===== src/rtl/synth_pkg.sv =====
// rtl/synth_pkg.sv - shared widths and FSM encoding for the synth tone-path arithmetic blocks
package synth_pkg;

  localparam int COUNT_W = 16;
  localparam int FRAC_W  = 8;

  typedef enum logic [1:0] {
    IDLE = 2'd0,
    BUSY = 2'd1,
    DONE = 2'd2
  } mult_state_t;

endpackage


===== src/rtl/sequential_multiplier.sv =====
// rtl/sequential_multiplier.sv - shift-add multiplier, product = floor(multiplicand * factor / 256)
import synth_pkg::*;

module sequential_multiplier #(
  parameter int MCAND_W = COUNT_W,
  parameter int FACT_W  = FRAC_W
) (
  input  logic               clk,
  input  logic               nrst,
  input  logic               en,
  input  logic [MCAND_W-1:0] multiplicand,
  input  logic [FACT_W-1:0]  factor,
  output logic [MCAND_W-1:0] product,
  output logic               done,
  output logic               busy
);

  localparam int ACC_W = MCAND_W + FACT_W;
  localparam int CNT_W = $clog2(FACT_W);

  mult_state_t        r_state;
  logic [MCAND_W-1:0] r_a;
  logic [FACT_W-1:0]  r_b;
  logic [ACC_W-1:0]   r_acc;
  logic [CNT_W-1:0]   r_cnt;
  logic [MCAND_W-1:0] r_product;
  logic               r_done;

  logic [ACC_W-1:0]   w_a_ext;
  logic [ACC_W-1:0]   w_addend;
  logic               w_last;

  assign w_a_ext  = {{FACT_W{1'b0}}, r_a};
  assign w_addend = r_b[r_cnt] ? (w_a_ext << r_cnt) : '0;
  assign w_last   = (r_cnt == CNT_W'(FACT_W - 1));

  always_ff @(posedge clk) begin
    if (!nrst) begin
      r_state   <= IDLE;
      r_a       <= '0;
      r_b       <= '0;
      r_acc     <= '0;
      r_cnt     <= '0;
      r_product <= '0;
      r_done    <= 1'b0;
    end else begin
      r_done <= 1'b0;
      case (r_state)
        IDLE: begin
          if (en) begin
            r_a     <= multiplicand;
            r_b     <= factor;
            r_acc   <= '0;
            r_cnt   <= '0;
            r_state <= BUSY;
          end
        end
        BUSY: begin
          // Dropping en discards the partial sum; product keeps its old value.
          if (!en) begin
            r_state <= IDLE;
          end else begin
            r_acc <= r_acc + w_addend;
            r_cnt <= r_cnt + 1'b1;
            if (w_last) begin
              r_state <= DONE;
            end
          end
        end
        DONE: begin
          if (!en) begin
            r_state <= IDLE;
          end else begin
            r_product <= r_acc[ACC_W-1:FACT_W];
            r_done    <= 1'b1;
            r_a       <= multiplicand;
            r_b       <= factor;
            r_acc     <= '0;
            r_cnt     <= '0;
            r_state   <= BUSY;
          end
        end
        default: begin
          r_state <= IDLE;
        end
      endcase
    end
  end

  assign product = r_product;
  assign done    = r_done;
  assign busy    = (r_state != IDLE);

endmodule


===== config.mk =====
export PLATFORM = sky130hd
export DESIGN_NAME = sequential_multiplier
export DESIGN_NICKNAME = d
export VERILOG_FILES = /design/src/rtl/synth_pkg.sv /design/src/rtl/sequential_multiplier.sv
export SDC_FILE = /design/constraint.sdc
export NUM_CORES = 1
export LEC_CHECK = 0
export BUFFER_PORTS_ARGS = -buffer_cell sky130_fd_sc_hd__buf_2
export CAP_MARGIN = 20
export CORE_MARGIN = 8
export CORE_UTILIZATION = 40
export CTS_CLUSTER_DIAMETER = 150
export DETAILED_ROUTE_END_ITERATION = 10
export PLACE_DENSITY = 0.57
export SLEW_MARGIN = 20
export SYNTH_ARGS = -nofsm -noshare
export SYNTH_HDL_FRONTEND = slang
export SYNTH_SLANG_ARGS = --single-unit
export TNS_END_PERCENT = 100

===== constraint.sdc =====
create_clock -name clk -period 8.9 [get_ports clk]
set_input_delay 0.89 -clock clk [delete_from_list [all_inputs] [get_ports clk]]
set_output_delay 0.89 -clock clk [all_outputs]
set_load 0.01 [all_outputs]

### Yosys cells after proc, flatten, opt, wreduce, memory -nomap -nowiden

Cells that the tools add are included.

* multiplexer cells: 15
* magnitude comparators: 1
* reductions and logical operators: 9
* shifts and indexed selects: 1
* add/sub/neg operators: 2
* eq/ne operators: 7

Operators with widths (number)
* $mux 24: 3
* $pmux 24 s2: 1
* $add 24x24->24: 1
* $shl 16x3->24: 1
* $reduce_and 2->1: 4
* $mux 2: 3
* $mux 3: 2
* $pmux 2 s3: 1
* $pmux 3 s2: 1
* $lt 3x4->1 const B: 1
* $ne 2x2->1 const B: 2
* $reduce_bool 2->1: 2
* $add 3x1->3 const B: 1
* $bmux 1 s3: 1
* $eq 3x3->1 const B: 1
* $mux 1: 3
* $ne 3x3->1 const B: 1
* $reduce_and 3->1: 1
* $eq 2x1->1 const B: 1
* $eq 2x2->1 const B: 1
* $logic_not 2->1: 1
* $ne 2x1->1 const B: 1
* $reduce_or 2->1: 1

* output and inout bits: 18
* logic and storage cells: 42
* bits in registers: 70
* input bits: 27

### Logic depth before layout (Yosys ltp)

* depth in word-level cells: 6
* depth in mapped cells: 17
* depth with buffers taken out: 14

### Worst setup path after synthesis

No wires, ideal clock.

* path kind: register to register
* start: register r_cnt[0]
* end: register r_acc[20]
* library setup time: 0.120 ns
* cell stages (with the launch flop): 18
* clock period less this slack: 3.469 ns
* required time: 8.780 ns
* path buffers: 4
* arrival time: 3.350 ns
* slack: 5.431 ns
* path through: dfxtp_1 > buf_2 > mux4_2 > nand2_1 > and2_1 > clkbuf_1 > buf_2 > nor2_1 > ha_1 > buf_2 > o21ai_0 > o2bb2ai_1 > nor2_2 > a21oi_4 > o31ai_2 > o21ai_0 > and4_1 > a211o_1

* word-level cells in the longest chain between the ends: 6
* elaborated cells on any way between the ends: 7
* classes of those cells: 1 x add/sub; 1 x shift; 5 x mux

Ends and longest elaborated chain
* start, declared: RTL line sequential_multiplier.sv:25 `logic [CNT_W-1:0] r_cnt;`
* start signal, assigned: RTL line sequential_multiplier.sv:64 `r_cnt <= r_cnt + 1'b1;`
* $bmux 1 s3: RTL line sequential_multiplier.sv:34 `assign w_addend = r_b[r_cnt] ? (w_a_ext << r_cnt) : '0;`
* $mux 1 (implied by the code): RTL line sequential_multiplier.sv:34
* $mux 24 (*): RTL line sequential_multiplier.sv:34
* $add 24x24->24 (*): RTL line sequential_multiplier.sv:63 `r_acc <= r_acc + w_addend;`
* $mux 24 (*): RTL line sequential_multiplier.sv:60 `if (!en) begin`
* $pmux 24 s2 (*): RTL line sequential_multiplier.sv:48 `case (r_state)`
* end signal, assigned: RTL line sequential_multiplier.sv:63
* end, declared: RTL line sequential_multiplier.sv:24 `logic [ACC_W-1:0] r_acc;`

Mark *: on every way between the ends. The rest lies on a longest branch, timed or not. The select of a mux whose other input is x is not followed.
A chain may end at the register's enable or synchronous reset.

### Worst setup path in the final report

Ends and elaborated chain as after synthesis.

==> flow_metrics.env <==
export IMPL_cts_sinks=70
export IMPL_cp_max_fo=26
export IMPL_cpPeakStageDelay_ns=0.97
export IMPL_yosys_warnings=0
export IMPL_cpLargestDelayFamily="compound AO/OA/AOI/OAI gates"
export IMPL_dr_pass1_iters=4
export IMPL_powerDensity_mw_per_mm2=131
export IMPL_r2r_slack_ns=4.53
export IMPL_grt_pass1_vias=3595
export IMPL_via_per_inst=5.25
export IMPL_hpwl_mm=7.74
export IMPL_syn_cell_area_sq_mm=0.00430
export IMPL_synth_edff_count=0
export IMPL_diodes=0
export IMPL_root_buffer="clkbuf_8"
export IMPL_p_leak_nw=1.89
export IMPL_yosysTopAreaCellShare=0.326
export IMPL_hold_depth=2
export IMPL_slew_headroom=0.284
export IMPL_period_needed_ns=4.37
export IMPL_synthTopCellsByArea="dfxtp_1 (33%), nand2_1 (11%), ha_1 (7.3%), a21boi_0 (7.2%), a21oi_1 (4.0%)"
export IMPL_dieHeight_microns=120
export IMPL_antenna_found_initial=0
export IMPL_grt_start_max_net_pins=59
export IMPL_yosysUniqueCellTypes=55
export IMPL_cts_max_level=3
export IMPL_arrival_ns=4.61
export IMPL_hold_violations=0
export IMPL_crit_type="reg -> reg"
export IMPL_totalNegativeSetupSlack_ns=0
export IMPL_dp_cells=697
export IMPL_cts_setup_buffers=0
export IMPL_cts_buffers_inserted=9
export IMPL_worstPathRequired_ns=9.14
export IMPL_routed_wl_mm=10.3
export IMPL_clock_skew_ns=0.0111
export IMPL_slowest_stage="dfxtp_1"
export IMPL_start_util=0.404
export IMPL_die_w_microns=120
export IMPL_status="completed"
export IMPL_io_pin_count=45
export IMPL_syn_nets=599
export IMPL_drcViolationCount=0
export IMPL_setup_viol=0
export IMPL_finalPower_w=0.000622
export IMPL_rr_endpoint="r_acc[20]"
export IMPL_die_area_sq_mm=0.0143
export IMPL_timing_rr_start="r_cnt[0]"
export IMPL_grt_pass1_wl_mm=17.6
export IMPL_worst_skew_pair_late_latency_ns=0.35
export IMPL_cts_clk_slew_worst_paths_ns=0.07
export IMPL_ir_worst_vdd_uv=84.3
export IMPL_vias=3735
export IMPL_final_cell_mix="nand2_1 (130), dfxtp_1 (70), buf_2 (44)"
export IMPL_synth_avg_cell_area_sq_um=7.88
export IMPL_ff2ff_path_depth=13
export IMPL_path_buf_inv=0
export IMPL_drt_initial_drc_count=154
export IMPL_ys_flop_type="dfxtp_1"
export IMPL_path_cells="mux4_2, nand2_1, and2_1, a21oi_1, ha_1, o21ai_1, o21a_1, nor2_2, a21oi_4, o31ai_2, o21ai_0, and4_1, a211o_1"
export IMPL_instances_no_fill=712
export IMPL_drive_gt1_frac=0.140
export IMPL_whs_endpoint="product[13]"
export IMPL_worstSetupStartpointType="register"
export IMPL_overflow=0
export IMPL_post_drt_wl_per_cell_microns=14.5
export IMPL_cts_tree="built"
export IMPL_syn_to_final_growth_pct=10.4
export IMPL_nFillCells=1119
export IMPL_fin_nets=621
export IMPL_min_delay_start="product[13]"
export IMPL_numPortBuffers=44
export IMPL_fmax_mhz=229
export IMPL_cts_hold_buf=0
export IMPL_slew_violations=0
export IMPL_pwr_share_clk=0.387
export IMPL_layout_commonest_cell="nand2_1"
export IMPL_switching_share=0.264
export IMPL_dpl_cell_area_sq_mm=0.00457
export IMPL_ys_async_sr_fraction=0
export IMPL_power_internal_w=0.000458
export IMPL_clk_path_buf_depth=2
export IMPL_design_area_sq_mm=0.00475
export IMPL_floorplan_core_area_sq_mm=0.0107
export IMPL_rsz0062_at_grt="false"
export IMPL_yosysTopAreaCell="dfxtp_1"
export IMPL_cts_resized=0
export IMPL_ys_seq_area_frac=0.326
export IMPL_place_congestion=0.926
export IMPL_drtAntennaViolNets=0
export IMPL_combinationalPowerShare=0.087
export IMPL_setup_worst_path_end_class="register"
export IMPL_p_seq_frac=0.526
export IMPL_grt_total_usage=0.148
export IMPL_setup_ws_ns=4.53
export IMPL_p_sw_w=0.000164
export IMPL_place_ws_ns=4.52
export IMPL_min_period_over_period=0.491
export IMPL_maxCapViolCount=0
export IMPL_hp_class="reg -> reg"
export IMPL_synth_seq_cells=70
export IMPL_row_count=38
export IMPL_synthCells=546
export IMPL_tightest_slew_ns=1.07
[metal layers]
layer | wire length, microns | global-route usage | vias to the layer above | part of all wire
li1 | - | - | 1942 | -
met1 | 5200 | 0.198 | 1711 | 0.50
met2 | 4470 | 0.224 | 69 | 0.43
met3 | 487 | 0.0385 | 13 | 0.047
met4 | 170 | 0.0531 | 0 | 0.016
met5 | 0 | 0 | - | 0
[metrics by stage]
stage                     hold slack [ns]   util
after detailed placement            0.457  0.429
after floorplan                     0.440      -
after CTS                           0.467  0.446
after global placement              0.450  0.429
after global routing                0.493  0.446
final                               0.464  0.446
[worst max-delay path by stage]
| stage | startpoint | end | slack [ns] | cells past startpoint |
|---|---|---|---|---|
| finish | r_cnt[0] | r_acc[20] | 4.53 | 13 |
| global placement | r_cnt[0] | r_acc[20] | 4.68 | 13 |
| CTS | r_cnt[0] | r_acc[20] | 4.52 | 13 |
| detailed placement | r_cnt[0] | r_acc[20] | 4.52 | 13 |
| floorplan | r_cnt[0] | r_acc[20] | 5.43 | 17 |
| global route | r_cnt[0] | r_acc[20] | 4.09 | 13 |
[cell usage after synthesis (7+ instances only)]
| cell | number |
|---|---|
| ha_1 | 25 |
| xnor2_1 | 9 |
| nand3_1 | 10 |
| mux2i_1 | 12 |
| clkbuf_1 | 25 |
| a21o_1 | 7 |
| nor2b_1 | 14 |
| buf_2 | 7 |
| nor2_1 | 36 |
| xor2_1 | 9 |
| a22oi_1 | 10 |
| dfxtp_1 | 70 |
| a211oi_1 | 7 |
| a21boi_0 | 41 |
| a21oi_1 | 34 |
| o21ai_0 | 21 |
| nand2_1 | 130 |
[area by class of cell]
type | instances | area, sq um | area share
multi-input combinational | 437 | 2750 | 0.579
timing repair buffer | 45 | 228 | 0.0479
sequential | 70 | 1400 | 0.295
clock inverter | 3 | 20.0 | 0.00421
clock buffer | 12 | 155 | 0.0327
inverter | 5 | 18.8 | 0.00395
tap | 140 | 175 | 0.0369
[power by group through the flow]
stage	combinational (W)	sequential (W)	clock (W)
floorplan	0.0000421	0.000331	0
finish	0.0000541	0.000327	0.000241
global route	0.0000615	0.000329	0.000262
global placement	0.0000537	0.000335	0
CTS	0.0000546	0.000327	0.000248
detailed placement	0.0000543	0.000335	0
[state kept, by name, summed over array words and instances, names as in the netlist]
register / flops
done: 1
product: 16
r_a: 16
r_acc: 24
r_b: 8
r_cnt: 3
r_state: 2
[cell families after synthesis]
kind of cell,count (synthesis),share of synthesized area
multiplexers,22,0.0646
buffers and inverters,39,0.0361
flip-flops,70,0.326
AND/OR/NAND/NOR,220,0.221
adder cells (fa/ha/maj),26,0.0774
XOR/XNOR,18,0.0367
AO/OA/AOI/OAI,151,0.239
[worst reg2reg max path, cell delays in order, from the launching register on]
cell and delay, ns:
dfxtp_1 0.97, mux4_2 0.60, nand2_1 0.17, and2_1 0.46, a21oi_1 0.11, ha_1 0.40
o21ai_1 0.13, o21a_1 0.22, nor2_2 0.23, a21oi_4 0.12, o31ai_2 0.28, o21ai_0 0.15
and4_1 0.21, a211o_1 0.22
No activity file was read; power rests on OpenSTA's default activity.
